**src/rtl/dncntr_timer_pkg.sv**
```systemverilog
// dncntr_timer_pkg: shared state encoding and default parameters for the down-counting timer.
package dncntr_timer_pkg;

    typedef enum logic {
        ST_IDLE = 1'b0,
        ST_RUN  = 1'b1
    } state_t;

    localparam int DEF_WIDTH    = 8;
    localparam int DEF_PRESCALE = 1;

endpackage

```
**src/rtl/dncntr_tick.sv**
```systemverilog
// dncntr_tick: prescaler producing one tick every PRESCALE enabled cycles.
module dncntr_tick
    import dncntr_timer_pkg::*;
#(
    parameter int PRESCALE = DEF_PRESCALE
) (
    input  logic clock,
    input  logic start_n,
    input  logic clear,
    input  logic enable,
    output logic tick
);

    localparam int CW = (PRESCALE > 1) ? $clog2(PRESCALE) : 1;

    logic [CW-1:0] cnt;

    // With PRESCALE=1 cnt is pinned at 0, so tick reduces to enable.
    assign tick = enable && (cnt == CW'(PRESCALE - 1));

    always_ff @(posedge clock or negedge start_n) begin
        if (!start_n)
            cnt <= '0;
        else if (clear)
            cnt <= '0;
        else if (enable)
            cnt <= tick ? '0 : cnt + 1'b1;
    end

endmodule

```
**src/rtl/dncntr_timer.sv**
```systemverilog
// dncntr_timer: loadable down-counter with prescaled ticks, done pulse and optional auto-reload.
module dncntr_timer
    import dncntr_timer_pkg::*;
#(
    parameter int WIDTH    = DEF_WIDTH,
    parameter int PRESCALE = DEF_PRESCALE
) (
    input  logic             clock,
    input  logic             start_n,
    input  logic             load_valid,
    output logic             load_ready,
    input  logic [WIDTH-1:0] load_value,
    input  logic             auto_reload,
    input  logic             enable,
    input  logic             abort,
    output logic [WIDTH-1:0] data,
    output logic             busy,
    output logic             done
);

    state_t           state, state_nxt;
    logic [WIDTH-1:0] data_nxt, rld, rld_nxt;
    logic             done_nxt, clr, tick;

    assign load_ready = (state == ST_IDLE);
    assign busy       = (state == ST_RUN);

    dncntr_tick #(.PRESCALE(PRESCALE)) u_tick (
        .clock   (clock),
        .start_n (start_n),
        .clear   (clr),
        .enable  (enable && busy),
        .tick    (tick)
    );

    always_comb begin
        state_nxt = state;
        data_nxt  = data;
        rld_nxt   = rld;
        done_nxt  = 1'b0;
        clr       = 1'b0;
        if (state == ST_IDLE) begin
            if (load_valid) begin
                data_nxt  = load_value;
                rld_nxt   = load_value;
                clr       = 1'b1;
                state_nxt = (load_value != '0) ? ST_RUN : ST_IDLE;
                done_nxt  = (load_value == '0);
            end
        end else if (abort) begin
            state_nxt = ST_IDLE;
            data_nxt  = '0;
            clr       = 1'b1;
        end else if (tick) begin
            // data is always >=1 in RUN, so the else branch is the expiry.
            if (data > WIDTH'(1)) begin
                data_nxt = data - WIDTH'(1);
            end else begin
                done_nxt  = 1'b1;
                data_nxt  = auto_reload ? rld : '0;
                state_nxt = auto_reload ? ST_RUN : ST_IDLE;
            end
        end
    end

    always_ff @(posedge clock or negedge start_n) begin
        if (!start_n) begin
            state <= ST_IDLE;
            data  <= '0;
            rld   <= '0;
            done  <= 1'b0;
        end else begin
            state <= state_nxt;
            data  <= data_nxt;
            rld   <= rld_nxt;
            done  <= done_nxt;
        end
    end

endmodule
```
**config.mk**
```make
export PLATFORM = sky130hd
export DESIGN_NAME = dncntr_timer
export DESIGN_NICKNAME = d
export VERILOG_FILES = /design/src/rtl/dncntr_timer_pkg.sv /design/src/rtl/dncntr_tick.sv /design/src/rtl/dncntr_timer.sv
export SDC_FILE = /design/constraint.sdc
export NUM_CORES = 1
export LEC_CHECK = 0
export CAP_MARGIN = 10
export CORE_ASPECT_RATIO = 0.9
export CORE_MARGIN = 2
export CORE_UTILIZATION = 49
export DETAILED_ROUTE_END_ITERATION = 8
export HOLD_SLACK_MARGIN = 0.05
export PLACE_DENSITY_LB_ADDON = 0.1
export SETUP_SLACK_MARGIN = 0.05
export SYNTH_ARGS = -nofsm -noshare
export SYNTH_HDL_FRONTEND = slang
export SYNTH_SLANG_ARGS = --single-unit
export TNS_END_PERCENT = 30
```
**constraint.sdc**
```tcl
create_clock -name clock -period 2.7 [get_ports clock]
set_clock_uncertainty 0.2 [all_clocks]
set_input_delay 0.54 -clock clock [delete_from_list [all_inputs] [get_ports clock]]
set_output_delay 0.54 -clock clock [all_outputs]
set_load 0.05 [all_outputs]
```
# Yosys cells after proc, flatten, opt, wreduce, memory -nomap -nowiden
# Index checks and enable logic that the tools add are counted.
# word_totals
output_inout_bits	11
register_bits	19
# classes
order_cmp	1
n_mux	24
add_sub_neg	2
n_reduce_logical	8
eq_ne	1
n_bitwise	2
# ops
op	n
8-bit two-way mux	6
1-bit two-way mux	18
8-bit by 1-bit > comparator with 1-bit output (second input constant)	1
8-bit logical NOT	1
8-bit nonzero test	1
8-bit by 1-bit subtractor with 8-bit output (second input constant)	1
2-bit AND reduction	2
2-bit nonzero test	2
3-bit by 2-bit != test with 1-bit output (second input constant)	1
1-bit logical AND	2
1-bit inverter	2
1-bit adder (second input constant)	1

# Depth between registers and ports, before layout
# depth
ltp_word	5
depth_mapped	6
ltp_nobuf	6

# Hierarchy
# From an unflattened synthesis, not the netlist that was laid out.
# unflattened
hier_cells	127
area_unflattened_um2	1118.6
# modules_own_cells
module	n_inst	area_per_inst_um2	cells_per_inst
dncntr_timer	1	1072.3	124
dncntr_tick	1	46.3	3

# Worst setup path after synthesis
# Ideal clock, no wire load.
# synth_path
path_kind	reg2reg
start	register data[0]
end	register data[2]
path_slack_ns	0.400
synth_period_minus_slack_ns	2.300
setup_ns	0.083
arrival_ns	2.017
t_required_ns	2.417
path_stages_with_launch	7
cell_sequence	dfrtp_1 -> inv_1 -> ha_1 -> nor2_1 -> nand3b_1 -> mux2_2 -> o21ai_0
# synth_between
elab_chain_cells	5
elab_cells_between_ends	6
classes_between	add/sub: 1; order compare: 1; mux: 4
# synth_lines
element	line_no	source
start: declaration	dncntr_timer.sv:16	output logic [WIDTH-1:0] data,
start signal: assignment	dncntr_timer.sv:74	data <= data_nxt;
8-bit by 1-bit subtractor with 8-bit output / 8-bit by 1-bit > comparator with 1-bit output (equally long branches)	dncntr_timer.sv:57, dncntr_timer.sv:56	
8-bit two-way mux *	dncntr_timer.sv:56	if (data > WIDTH'(1)) begin
8-bit two-way mux *	dncntr_timer.sv:54	end else if (tick) begin
8-bit two-way mux *	dncntr_timer.sv:50	end else if (abort) begin
8-bit two-way mux *	dncntr_timer.sv:42	if (state == ST_IDLE) begin
# Every way passes the cells marked *; elsewhere a longest branch is shown, timed or not. The select of a mux whose other input is x is not followed.
# A chain may end at the register's enable or synchronous reset.

# Worst setup path after layout
# layout_path
start	register state, in the netlist busy
end	output port load_ready
# layout_between
elab_chain_cells	1
# layout_lines
element	line_no	source
start: declaration	dncntr_timer.sv:21	state_t state, state_nxt;
start signal: assignment	dncntr_timer.sv:73	state <= state_nxt;
1-bit inverter (no source line)	n/a	
end: declaration	dncntr_timer.sv:11	output logic load_ready,
# No other way between the ends.

==> impl.org <==
** Power
- In this run, the combinational gates consume between 50% and 60% of the power.
- Proportion of power drawn by the clock network :: around 12%
- For this design the total switching power over the nets is slightly above 0.0005 W.
- Pwr per Cell Area :: around 840 nW/um^2
- Per report_power, the sequential group accounts for 36.8% of the total.
- Proportion of total power due to net switching :: 43.2%
- The worst-case IR drop observed on VDD is roughly 660 uV.
- Design Power :: roughly 0.0012 W
- Power Internal :: ~0.00067 W
- Static Leak :: 0.557 nW

** Clock network
- Number of levels the H-tree was split into :: 1
- The clock reaches the later pin of the worst-skew pair after between 0.2 and 0.3 ns.
- Clock tree from TritonCTS :: built
- Buffers inserted by post-CTS timing repair :: 0
- Cell chosen for the clock root :: sky130_fd_sc_hd__clkbuf_4
- Post-cts resize count :: 0
- Cts bufs inserted :: 3
- The clock passes through at most 2 buffers.
- After clock tree synthesis, the flow added hold-fix buffers numbering 0.
- Clock-pin slew was measured on the worst setup and hold paths at about 0.11 ns.
- Clock tree sinks :: 19

** Routing
- After the first detailed-routing iteration, the DRC count stood at 23.
- Avg Vias per Cell :: 6.06
- Dividing the detail-routed wire length by the instance count gives 16.4 um.
- DRT Wirelength :: about 2600 um
- Number of search-and-repair iterations in the first detailed-routing pass :: 5
- The detailed router placed 964 vias in this run.
- DRC violation count after routing :: 0
- Routed Antenna Nets :: 0

** Global route
- The number of antenna violations at the first check in global routing was 0.
- Total routing resource utilization after global routing :: 23.3%
- Maximum number of pins on one net before global-route repair :: 20
- First-pass GRT wire length :: roughly 4500 um
- The number of global-route vias before repair is roughly 910.
- Overall overflow remaining after global route :: 0

** Worst setup path
- In this run the critical register-to-register path is captured at data[3].
- Crit. End Element :: output port
- Ordered list of cells on the worst path :: inv_1 > clkdlybuf4s50_1
- Startpoint of the lowest-slack register-to-register path :: data[0]
- The setup check on the worst reg-to-reg path leaves a slack of around 0.38 ns.
- Logic depth of the worst register-to-register path :: 6
- Data arrival, critical path :: about 1.7 ns
- STA classifies the critical path startpoint as a flip-flop.
- Worst-path cell with the longest stage delay :: sky130_fd_sc_hd__clkdlybuf4s50_1
- Worst path required time :: 1.96 ns
- Along the worst path, the maximum fanout reaches 8.
- The worst setup path is of the flip-flop to output port kind.
- Largest stage delay, worst path :: 0.81 ns

** Logic synthesis
- The share of synthesized area in the top cell type comes to a little over two fifths.
- Library cell with the largest summed area after synthesis :: sky130_fd_sc_hd__dfrtp_1
- Number of enable-type register cells in the synthesized netlist :: 0
- Post-synthesis cell area :: 1100 um^2
- A synthesized cell averages roughly 10 um^2.
- Count of cell types in the netlist :: 39
- Net count after synthesis :: about 120
- Counting flops with an async set or reset pin after synthesis yields a share of 100%.
- Gate count of the mapped netlist :: between 100 and 150
- Counting flops and latches in the post-synthesis netlist gives 19.
- Number of warnings printed during yosys synthesis :: 0
- Top cells by area in the synthesized netlist :: sky130_fd_sc_hd__dfrtp_1 (43%), sky130_fd_sc_hd__mux2_2 (11%), sky130_fd_sc_hd__a22oi_1 (3.4%)
- Proportion of synthesized chip area in sequential cells :: between 40% and 50%
- Main flop type after synthesis :: sky130_fd_sc_hd__dfrtp_1

** Job
- Max-cap violations in this run came to 0.

** STA
- Relative slew slack :: 48.2%
- Post-route setup TNS :: 0 ns
- Setup repair after global routing left no endpoint under its margin.
- Worst Tran Pin Value :: 0.776 ns
- Tcrit/Tclk final :: between 90% and 100%
- Subtracting the final worst setup slack from the clock period gives about 2.4 ns.
- Setup violations remaining at the end of the flow were counted as 0.
- The total count of max-transition violations in the final report was 0.
- Maximum clock frequency :: 0.409 GHz
- The final hold violation count came to 0.

** Hold path
- The tightest min-delay check is of the flip-flop to flip-flop type.
- Hold Path Origin :: rld[4]
- The path with the worst hold slack has its endpoint at rld[4].
- Hold Path Depth :: 1

** Floorplanning
- Die width :: 53.9 um
- Area of the core region :: about 2100 um^2
- Area of the die :: roughly 2600 um^2
- The initial utilization of the core area, before any placement, comes to between 50% and 60%.
- Die Span Y :: slightly below 50 um
- Number of cell rows :: 16
- Number of placed I/O pins :: 25

** Status
- The flow ran to the end, and the final reports show no timing, DRC or antenna violations.

** Cells and area
- The net count of the finished layout is about 150.
- Once layout is complete, the cells apart from fillers number roughly 160.
- Antenna Diode Count :: 0
- Synth-to-layout area growth :: 27.9%
- Final-layout fill cell count :: approximately 180
- Fraction of layout cells with a size suffix above 1 :: 17.4%

** Placement
- The congestion estimate from routability-driven global placement came to 0.918.
- After legalization and detailed placement, the total HPWL measured 1810 um.
- During placement, the flow inserted port buffers numbering 24.
- Including well taps, the total number of placed cells is between 150 and 200.
==> worst max-delay path: cells and delay by family (launching register included) <==
kind	cells	cell delay [ns]
flip-flops	1	0.48
buffers and inverters	2	0.94
==> layer usage <==
layer | track usage [%] | up-vias | part of all wire, %
met2 | 32.7 | 32 | 46
met1 | 34.4 | 478 | 47
li1 | - | 450 | -
met4 | 10.3 | 0 | 1.8
met3 | 4.29 | 4 | 4.6
met5 | 0 | - | 0
==> per-stage QoR <==
step | setup slack [ns] | utilization (%) | hold slack [ns] | instance area [um^2]
after floorplan | 0.400 | - | 0.0444 | 1100
after global placement | 0.317 | 64.4 | 0.288 | 1380
after detailed placement | 0.262 | 64.4 | 0.298 | 1380
after CTS | 0.254 | 65.6 | 0.328 | 1410
after global routing | 0.156 | 65.6 | 0.346 | 1410
final | 0.253 | 65.6 | 0.326 | 1410
==> flip-flops by register name, indices dropped and copies added (netlist names) <==
register    count
done            1
rld             8
u_tick.cnt      1
data            8
busy            1
==> area by class of cell <==
class / instances / area (um^2) / share of cell area, %
clock buffers: 4 / 26.3 / 1.87
multi-input cells: 78 / 592 / 42.1
inverters: 4 / 15.0 / 1.07
repair buffers: 27 / 263 / 18.7
well taps: 27 / 33.8 / 2.40
flip-flops and latches: 19 / 475 / 33.8
==> power by group through the flow <==
stage / Clock, W / Combinational [W] / Sequential [W]
2_1_floorplan: 0 / 0.000308 / 0.000547
3_3_place_gp: 0 / 0.000591 / 0.000435
3_5_place_dp: 0 / 0.000597 / 0.000438
4_1_cts: 0.000150 / 0.000599 / 0.000432
5_1_grt: 0.000166 / 0.000644 / 0.000447
6_report: 0.000146 / 0.000600 / 0.000435
==> layout by cell type (no fill, tap or decap), drive strengths merged, types with 4 or more instances in the layout <==
cell           instances
clkdlybuf4s50         24
dfrtp                 19
o21ai                  6
clkbuf                 4
mux2                  11
nor2                   6
nand2                  7
inv                    4
a22oi                  5
==> worst max-delay path by stage <==
stage	slack (ns)	from	end
CTS	0.25	busy	load_ready
global placement	0.32	abort	data[5]
floorplan	0.40	data[0]	data[2]
global route	0.16	busy	load_ready
finish	0.25	busy	load_ready
detailed placement	0.26	abort	data[5]
==> synth_stat cells (2+ instances only) <==
cell and count:
sky130_fd_sc_hd__dfrtp_1 19, sky130_fd_sc_hd__mux2_2 11, sky130_fd_sc_hd__nand2_1 7, sky130_fd_sc_hd__nor2_1 6
sky130_fd_sc_hd__o21ai_0 6, sky130_fd_sc_hd__a22oi_1 5, sky130_fd_sc_hd__inv_1 4, sky130_fd_sc_hd__a211oi_1 3
sky130_fd_sc_hd__nand3_1 3, sky130_fd_sc_hd__o31ai_1 3, sky130_fd_sc_hd__a21oi_1 2, sky130_fd_sc_hd__and2_1 2
sky130_fd_sc_hd__clkbuf_1 2, sky130_fd_sc_hd__ha_1 2, sky130_fd_sc_hd__nor2b_1 2, sky130_fd_sc_hd__nor3_1 2
sky130_fd_sc_hd__nor4_1 2, sky130_fd_sc_hd__o22ai_1 2, sky130_fd_sc_hd__xnor2_1 2
==> logic make-up after synthesis <==
kind of cell | synth area share [%]
and+or+nand+nor | 18.1
AOI/OAI and AO/OA | 19.8
DFF | 43.3
muxes | 11.3
buffers and inverters | 2.85
xor gates and xnor gates | 2.39
adders and majority gates | 2.28
(Power assumes the default switching activity.)
